===== config.mk =====
export PLATFORM = sky130hd
export DESIGN_NAME = pcm_downlink_frame
export DESIGN_NICKNAME = d
export VERILOG_FILES = /design/src/rtl/pcm_pkg.sv /design/src/rtl/pcm_word_fifo.sv /design/src/rtl/pcm_downlink_frame.sv
export SDC_FILE = /design/constraint.sdc
export NUM_CORES = 1
export LEC_CHECK = 0
export BUFFER_PORTS_ARGS = -buffer_cell sky130_fd_sc_hd__buf_4
export CAP_MARGIN = 20
export CORE_MARGIN = 5
export CORE_UTILIZATION = 55
export DETAILED_ROUTE_END_ITERATION = 16
export GPL_TIMING_DRIVEN = 0
export PLACE_DENSITY = 0.73
export SLEW_MARGIN = 20
export SYNTH_ARGS = -nofsm -noshare
export SYNTH_HDL_FRONTEND = slang
export SYNTH_SLANG_ARGS = --single-unit

===== constraint.sdc =====
create_clock -name clk -period 5 [get_ports clk]
set_input_delay 1 -clock clk [delete_from_list [all_inputs] [get_ports clk]]
set_output_delay 1 -clock clk [all_outputs]
set_load 0.05 [all_outputs]

===== src/rtl/pcm_pkg.sv =====
// rtl/pcm_pkg.sv - shared types and helpers for the PCM downlink frame generator
package pcm_pkg;

    typedef enum logic [1:0] {
        PC_IDLE  = 2'd0,
        PC_START = 2'd1,
        PC_SYNC  = 2'd2,
        PC_END   = 2'd3
    } period_class_t;

    localparam int OVF_W = 8;

    function automatic int cnt_width(input int n);
        return (n > 2) ? $clog2(n) : 1;
    endfunction

    function automatic period_class_t classify(input int period, input int word_bits);
        if (period == 0) return PC_START;
        if (period <= word_bits) return PC_SYNC;
        if (period == word_bits + 1) return PC_END;
        return PC_IDLE;
    endfunction

endpackage


===== src/rtl/pcm_word_fifo.sv =====
// rtl/pcm_word_fifo.sv - first-word-fall-through word FIFO; a pop frees room for a same-cycle push when full
module pcm_word_fifo #(
    parameter int WIDTH = 40,
    parameter int DEPTH = 4
) (
    input  logic             clk,
    input  logic             rst_n,
    input  logic [WIDTH-1:0] wr_tdata,
    input  logic             wr_tvalid,
    output logic [WIDTH-1:0] rd_tdata,
    output logic             rd_tvalid,
    input  logic             rd_tready,
    output logic             full
);
    localparam int AW = $clog2(DEPTH);

    logic [WIDTH-1:0] mem [DEPTH];
    logic [AW:0]      wr_ptr;
    logic [AW:0]      rd_ptr;
    logic             empty;
    logic             pop;
    logic             do_push;

    assign empty    = (wr_ptr == rd_ptr);
    assign full     = (wr_ptr[AW] != rd_ptr[AW]) && (wr_ptr[AW-1:0] == rd_ptr[AW-1:0]);
    assign pop      = rd_tready && !empty;
    assign do_push  = wr_tvalid && (!full || pop);
    assign rd_tvalid = !empty;
    assign rd_tdata  = empty ? '0 : mem[rd_ptr[AW-1:0]];

    always_ff @(posedge clk) begin
        if (!rst_n) begin
            wr_ptr <= '0;
            rd_ptr <= '0;
        end else begin
            if (do_push) wr_ptr <= wr_ptr + 1'b1;
            if (pop)     rd_ptr <= rd_ptr + 1'b1;
        end
    end

    always_ff @(posedge clk) begin
        if (do_push) mem[wr_ptr[AW-1:0]] <= wr_tdata;
    end

endmodule


===== src/rtl/pcm_downlink_frame.sv =====
// rtl/pcm_downlink_frame.sv - DKSTRT/DKBSNC/DKEND sync train, DKDATA word assembly and word FIFO
module pcm_downlink_frame
    import pcm_pkg::*;
#(
    parameter int SLOTS_PER_BIT = 20,
    parameter int PULSE_LEN     = 4,
    parameter int SAMPLE_SLOT   = 2,
    parameter int WORD_BITS     = 40,
    parameter int FRAME_BITS    = 1024,
    parameter int FIFO_DEPTH    = 4
) (
    input  logic                 clk,
    input  logic                 rst_n,
    input  logic                 enable,
    input  logic                 agc_clk_in,
    input  logic                 dkdata,
    output logic                 dkstrt,
    output logic                 dkbsnc,
    output logic                 dkend,
    output logic [WORD_BITS-1:0] word_data,
    output logic                 word_valid,
    input  logic                 word_ready,
    output logic [OVF_W-1:0]     overflow_cnt,
    output logic                 frame_active
);
    localparam int SLOT_W = cnt_width(SLOTS_PER_BIT);
    localparam int PER_W  = cnt_width(FRAME_BITS);

    logic                 sync1, sync2, sync_hist;
    logic                 edge_evt;
    logic [SLOT_W-1:0]    slot, slot_nxt;
    logic [PER_W-1:0]     period, period_nxt;
    period_class_t        nxt_cls;
    logic                 in_pulse;
    logic                 at_sample;
    logic                 run_evt;
    logic                 push;
    logic                 fifo_full;
    logic                 pop;
    logic [WORD_BITS-1:0] shreg;

    // Synchroniser runs freely; reset/enable only act on the counters behind it.
    always_ff @(posedge clk) begin
        sync1     <= agc_clk_in;
        sync2     <= sync1;
        sync_hist <= sync2;
    end

    assign edge_evt = sync2 && !sync_hist;
    assign run_evt  = enable && edge_evt;

    always_comb begin
        slot_nxt   = slot + 1'b1;
        period_nxt = period;
        if (slot == SLOT_W'(SLOTS_PER_BIT - 1)) begin
            slot_nxt   = '0;
            period_nxt = (period == PER_W'(FRAME_BITS - 1)) ? '0 : period + 1'b1;
        end
    end

    assign nxt_cls   = classify(int'(period_nxt), WORD_BITS);
    assign in_pulse  = (slot_nxt < SLOT_W'(PULSE_LEN));
    assign at_sample = (slot_nxt == SLOT_W'(SAMPLE_SLOT));
    assign push      = run_evt && (nxt_cls == PC_END) && at_sample;

    // Everything below is decoded from the post-update counters so pulses trail E by one cycle.
    always_ff @(posedge clk) begin
        if (!rst_n || !enable) begin
            slot         <= '0;
            period       <= PER_W'(FRAME_BITS - 1);
            shreg        <= '0;
            dkstrt       <= 1'b0;
            dkbsnc       <= 1'b0;
            dkend        <= 1'b0;
            frame_active <= 1'b0;
        end else if (edge_evt) begin
            slot         <= slot_nxt;
            period       <= period_nxt;
            dkstrt       <= (nxt_cls == PC_START) && in_pulse;
            dkbsnc       <= (nxt_cls == PC_SYNC) && in_pulse;
            dkend        <= (nxt_cls == PC_END) && in_pulse;
            frame_active <= (nxt_cls != PC_IDLE);
            if ((nxt_cls == PC_SYNC) && at_sample) begin
                shreg <= WORD_BITS'({shreg, dkdata});
            end else if (push) begin
                shreg <= '0;
            end
        end
    end

    assign pop = word_valid && word_ready;

    always_ff @(posedge clk) begin
        if (!rst_n) begin
            overflow_cnt <= '0;
        end else if (push && fifo_full && !pop && (overflow_cnt != {OVF_W{1'b1}})) begin
            overflow_cnt <= overflow_cnt + 1'b1;
        end
    end

    pcm_word_fifo #(
        .WIDTH (WORD_BITS),
        .DEPTH (FIFO_DEPTH)
    ) u_fifo (
        .clk       (clk),
        .rst_n     (rst_n),
        .wr_tdata  (shreg),
        .wr_tvalid (push),
        .rd_tdata  (word_data),
        .rd_tvalid (word_valid),
        .rd_tready (word_ready),
        .full      (fifo_full)
    );

endmodule

==> results.ini <==
[timing]
fmax_mhz=242
rsz0062_at_grt=false
worst_pin_slew_ns=0.932
holdWs_ns=0.326
final.setup_skew_ns=0.0193
setup_slack_ns=0.860
hold_viol=0
drv_slew=0
finalSetupViolations=0
period_share_pct=82.8
max-slew-margin-rel_pct=37.9
period_minus_slack_ns=4.14

[synth]
synth_cell_types=53
synth.area.top_cells=edfxtp_1 46%, dfxtp_1 15%, mux4_2 8.6%
ys_seq_area_share_pct=60.6
async_reset_ff_share_pct=0
ys_warn_count=0
synth-compound-area-share_pct=10.8
synthSimpleGateAreaFrac_pct=14.6
synthAdderAreaFrac_pct=0.953
netlist_area_mm2=0.0105
synth_top_area_share_pct=45.7
synth_xor_xnor_area_share_pct=1.00
ys_seq_elements=238
synth_top_area_cell=edfxtp_1
ys.flop_type=edfxtp_1
syn_avg_cell_area_um2=12.8
synth_top_family_by_area=simple AND/OR/NAND/NOR gates
synth_edf_count=160
syn-num-nets=837
syn_inst=823
synthMuxAreaShare_pct=9.15

[critical_path]
reg2regPathDepth=11
cp-end-kind=register
crit_arrival_ns=4.35
critical_path_required_ns=5.21
path_class=register to register
critical_path.startpoint_type=register
cp_max_fo=23

[cells_and_area]
syn_to_final_growth_pct=14.6
finalNonFillerCells=1160
utilization_pct=64.2
insertedDiodeCount=0
layout.nets=923
drive_gt1_share_pct=17.3
design_area_mm2=0.0120

[power]
p_int_uw=3080
seq_power_share_pct=54.2
ir_drop_uv=309
p_sw_share_pct=19.6
pwr-share-comb_pct=1.3
p_per_area_mw_per_mm2=318
p_switching_uw=751
p_leak_uw=0.00426
clkPwrFrac_pct=44.6

[route]
drt-total-wl_mm=22.1
drc=0
ant_nets=0
post_drt_wl_per_cell_um=19.1
vias=7095
drt_pre_antenna_iters=6
via_per_inst=6.12
first_iter_violations=669

[clocking]
clockBufferDepth=3
cts_setup_buffers=0
h-tree-depth=1
cts_num_sinks=238
cts_buffers=24
post_cts_resized=0
cts.clk_slew.worst_paths_ns=0.06
root_buffer=clkbuf_16
cts_tree=built
clk_latency_ns=0.52
cts-hold-fix-buffers=0

[worst_hold_path]
hp-class=register to register
holdPathStages=0

[floorplanning]
core_mm2=0.0188
rows=50
dieArea_mm2=0.0220
die_x_um=148
num_io_pins=59
die_h_um=148
start_util_pct=56.0

[global_routing]
grt_max_degree=41
grtUsageTotal_pct=20.4
grt_remaining_overflow=0
grt_antenna_before_repair=0
grt_pass1_wl_mm=36.5
grt_pass1_vias=6964

[placed_design]
place_congestion=0.831
post-place-cells=1117
place_area_mm2=0.0113
pre_cts_ws_ns=0.909
io_buffers=58
hpwl_mm=14.3

[run_status]
status=finished clean

[flow_run]
drv_cap=0

[sequential cells by signal, indices dropped and copies added, names as in the netlist, 3 cells and up, named ones only]
name,count
period,10
shreg,40
u_fifo.wr_ptr,3
slot,5
u_fifo.rd_ptr,3
overflow_cnt,8
u_fifo.mem,160
[path summary, 6_finish.rpt]
kind	slack (ns)	endpoint	startpoint
worst max-delay path	0.86	u_fifo.mem[3][5]$_DFFE_PP_	period[0]$_SDFFE_PP1P_
worst min-delay path	0.33	sync2$_DFF_P_	sync1$_DFF_P_
worst max register to register	0.86	u_fifo.mem[3][5]$_DFFE_PP_	period[0]$_SDFFE_PP1P_
worst min register to register	0.33	sync2$_DFF_P_	sync1$_DFF_P_
[placed cells by master (no fill, tap or decap), types with 7 or more instances in the layout]
master and n:
a21oi_1 17, and3_1 45, buf_2 10, buf_4 59, clkbuf_1 60, clkbuf_16 24
dfxtp_1 78, edfxtp_1 160, ha_1 8, inv_1 7, mux4_2 40, nand2_1 109
nand2b_1 7, nand3_1 14, nor2_1 19, nor2b_1 43, nor3_1 9, nor4_1 10
o2111ai_1 42, o211ai_1 44, o21ai_0 12, o31ai_1 7
[routing by layer]
layer	share of wire [%]	routed length [um]	GRT usage, %
met5	0	0	0
met4	3.0	664	5.91
met3	5.6	1230	2.80
met2	47	10500	32.9
met1	44	9760	29.5
[logic make-up (layout without fill, tap and decap cells)]
| logic type | count (synthesis) | after routing |
|---|---|---|
| muxes | 46 | 46 |
| DFF | 238 | 238 |
| buffers and inverters | 78 | 181 |
| adders and majority gates | 8 | 8 |
| and+or+nand+nor | 292 | 292 |
| xor gates and xnor gates | 12 | 12 |
| AOI/OAI and AO/OA | 149 | 149 |
[synthesized netlist by cell type (all sizes together), types with 17 or more instances]
master     n
buf       17
dfxtp     78
a21oi     17
nor2      19
mux4      40
nand2    109
clkbuf    54
nor2b     43
o211ai    44
edfxtp   160
and3      45
o2111ai   42
[stage by stage]
stage	power (uW)	TNS [ns]
2_1_floorplan	2150	0
3_3_place_gp	2170	-4.14
3_5_place_dp	2170	0
4_1_cts	3860	0
5_1_grt	3950	0
6_report	3830	0
[area by class of cell]
class | instances | area, um2
clock buffer | 34 | 678
tap | 234 | 293
timing repair buffer | 60 | 475
clock inverter | 9 | 80.1
multi-input combinational | 507 | 3840
fill | 1421 | 6720
buffer | 71 | 283
inverter | 7 | 26.3
sequential | 238 | 6370
[power groups by stage]
stage	Combinational (uW)	Clock (uW)	Sequential (uW)
4_1_cts	47.7	1740	2080
2_1_floorplan	29.5	0	2120
3_5_place_dp	47.4	0	2120
3_3_place_gp	47.2	0	2120
5_1_grt	53.2	1820	2080
6_report	48.4	1710	2080
[worst max-delay path, stage by stage (launching register included)]
cell,delay [ns]
dfxtp_1,0.47
ha_1,0.19
buf_2,0.19
inv_1,0.12
or3_1,0.37
buf_2,0.18
a311oi_2,0.42
nand4_2,0.34
buf_2,0.30
nor3_1,0.36
and2_2,0.61
buf_12,0.28
Power figures use the tool's default switching activity.
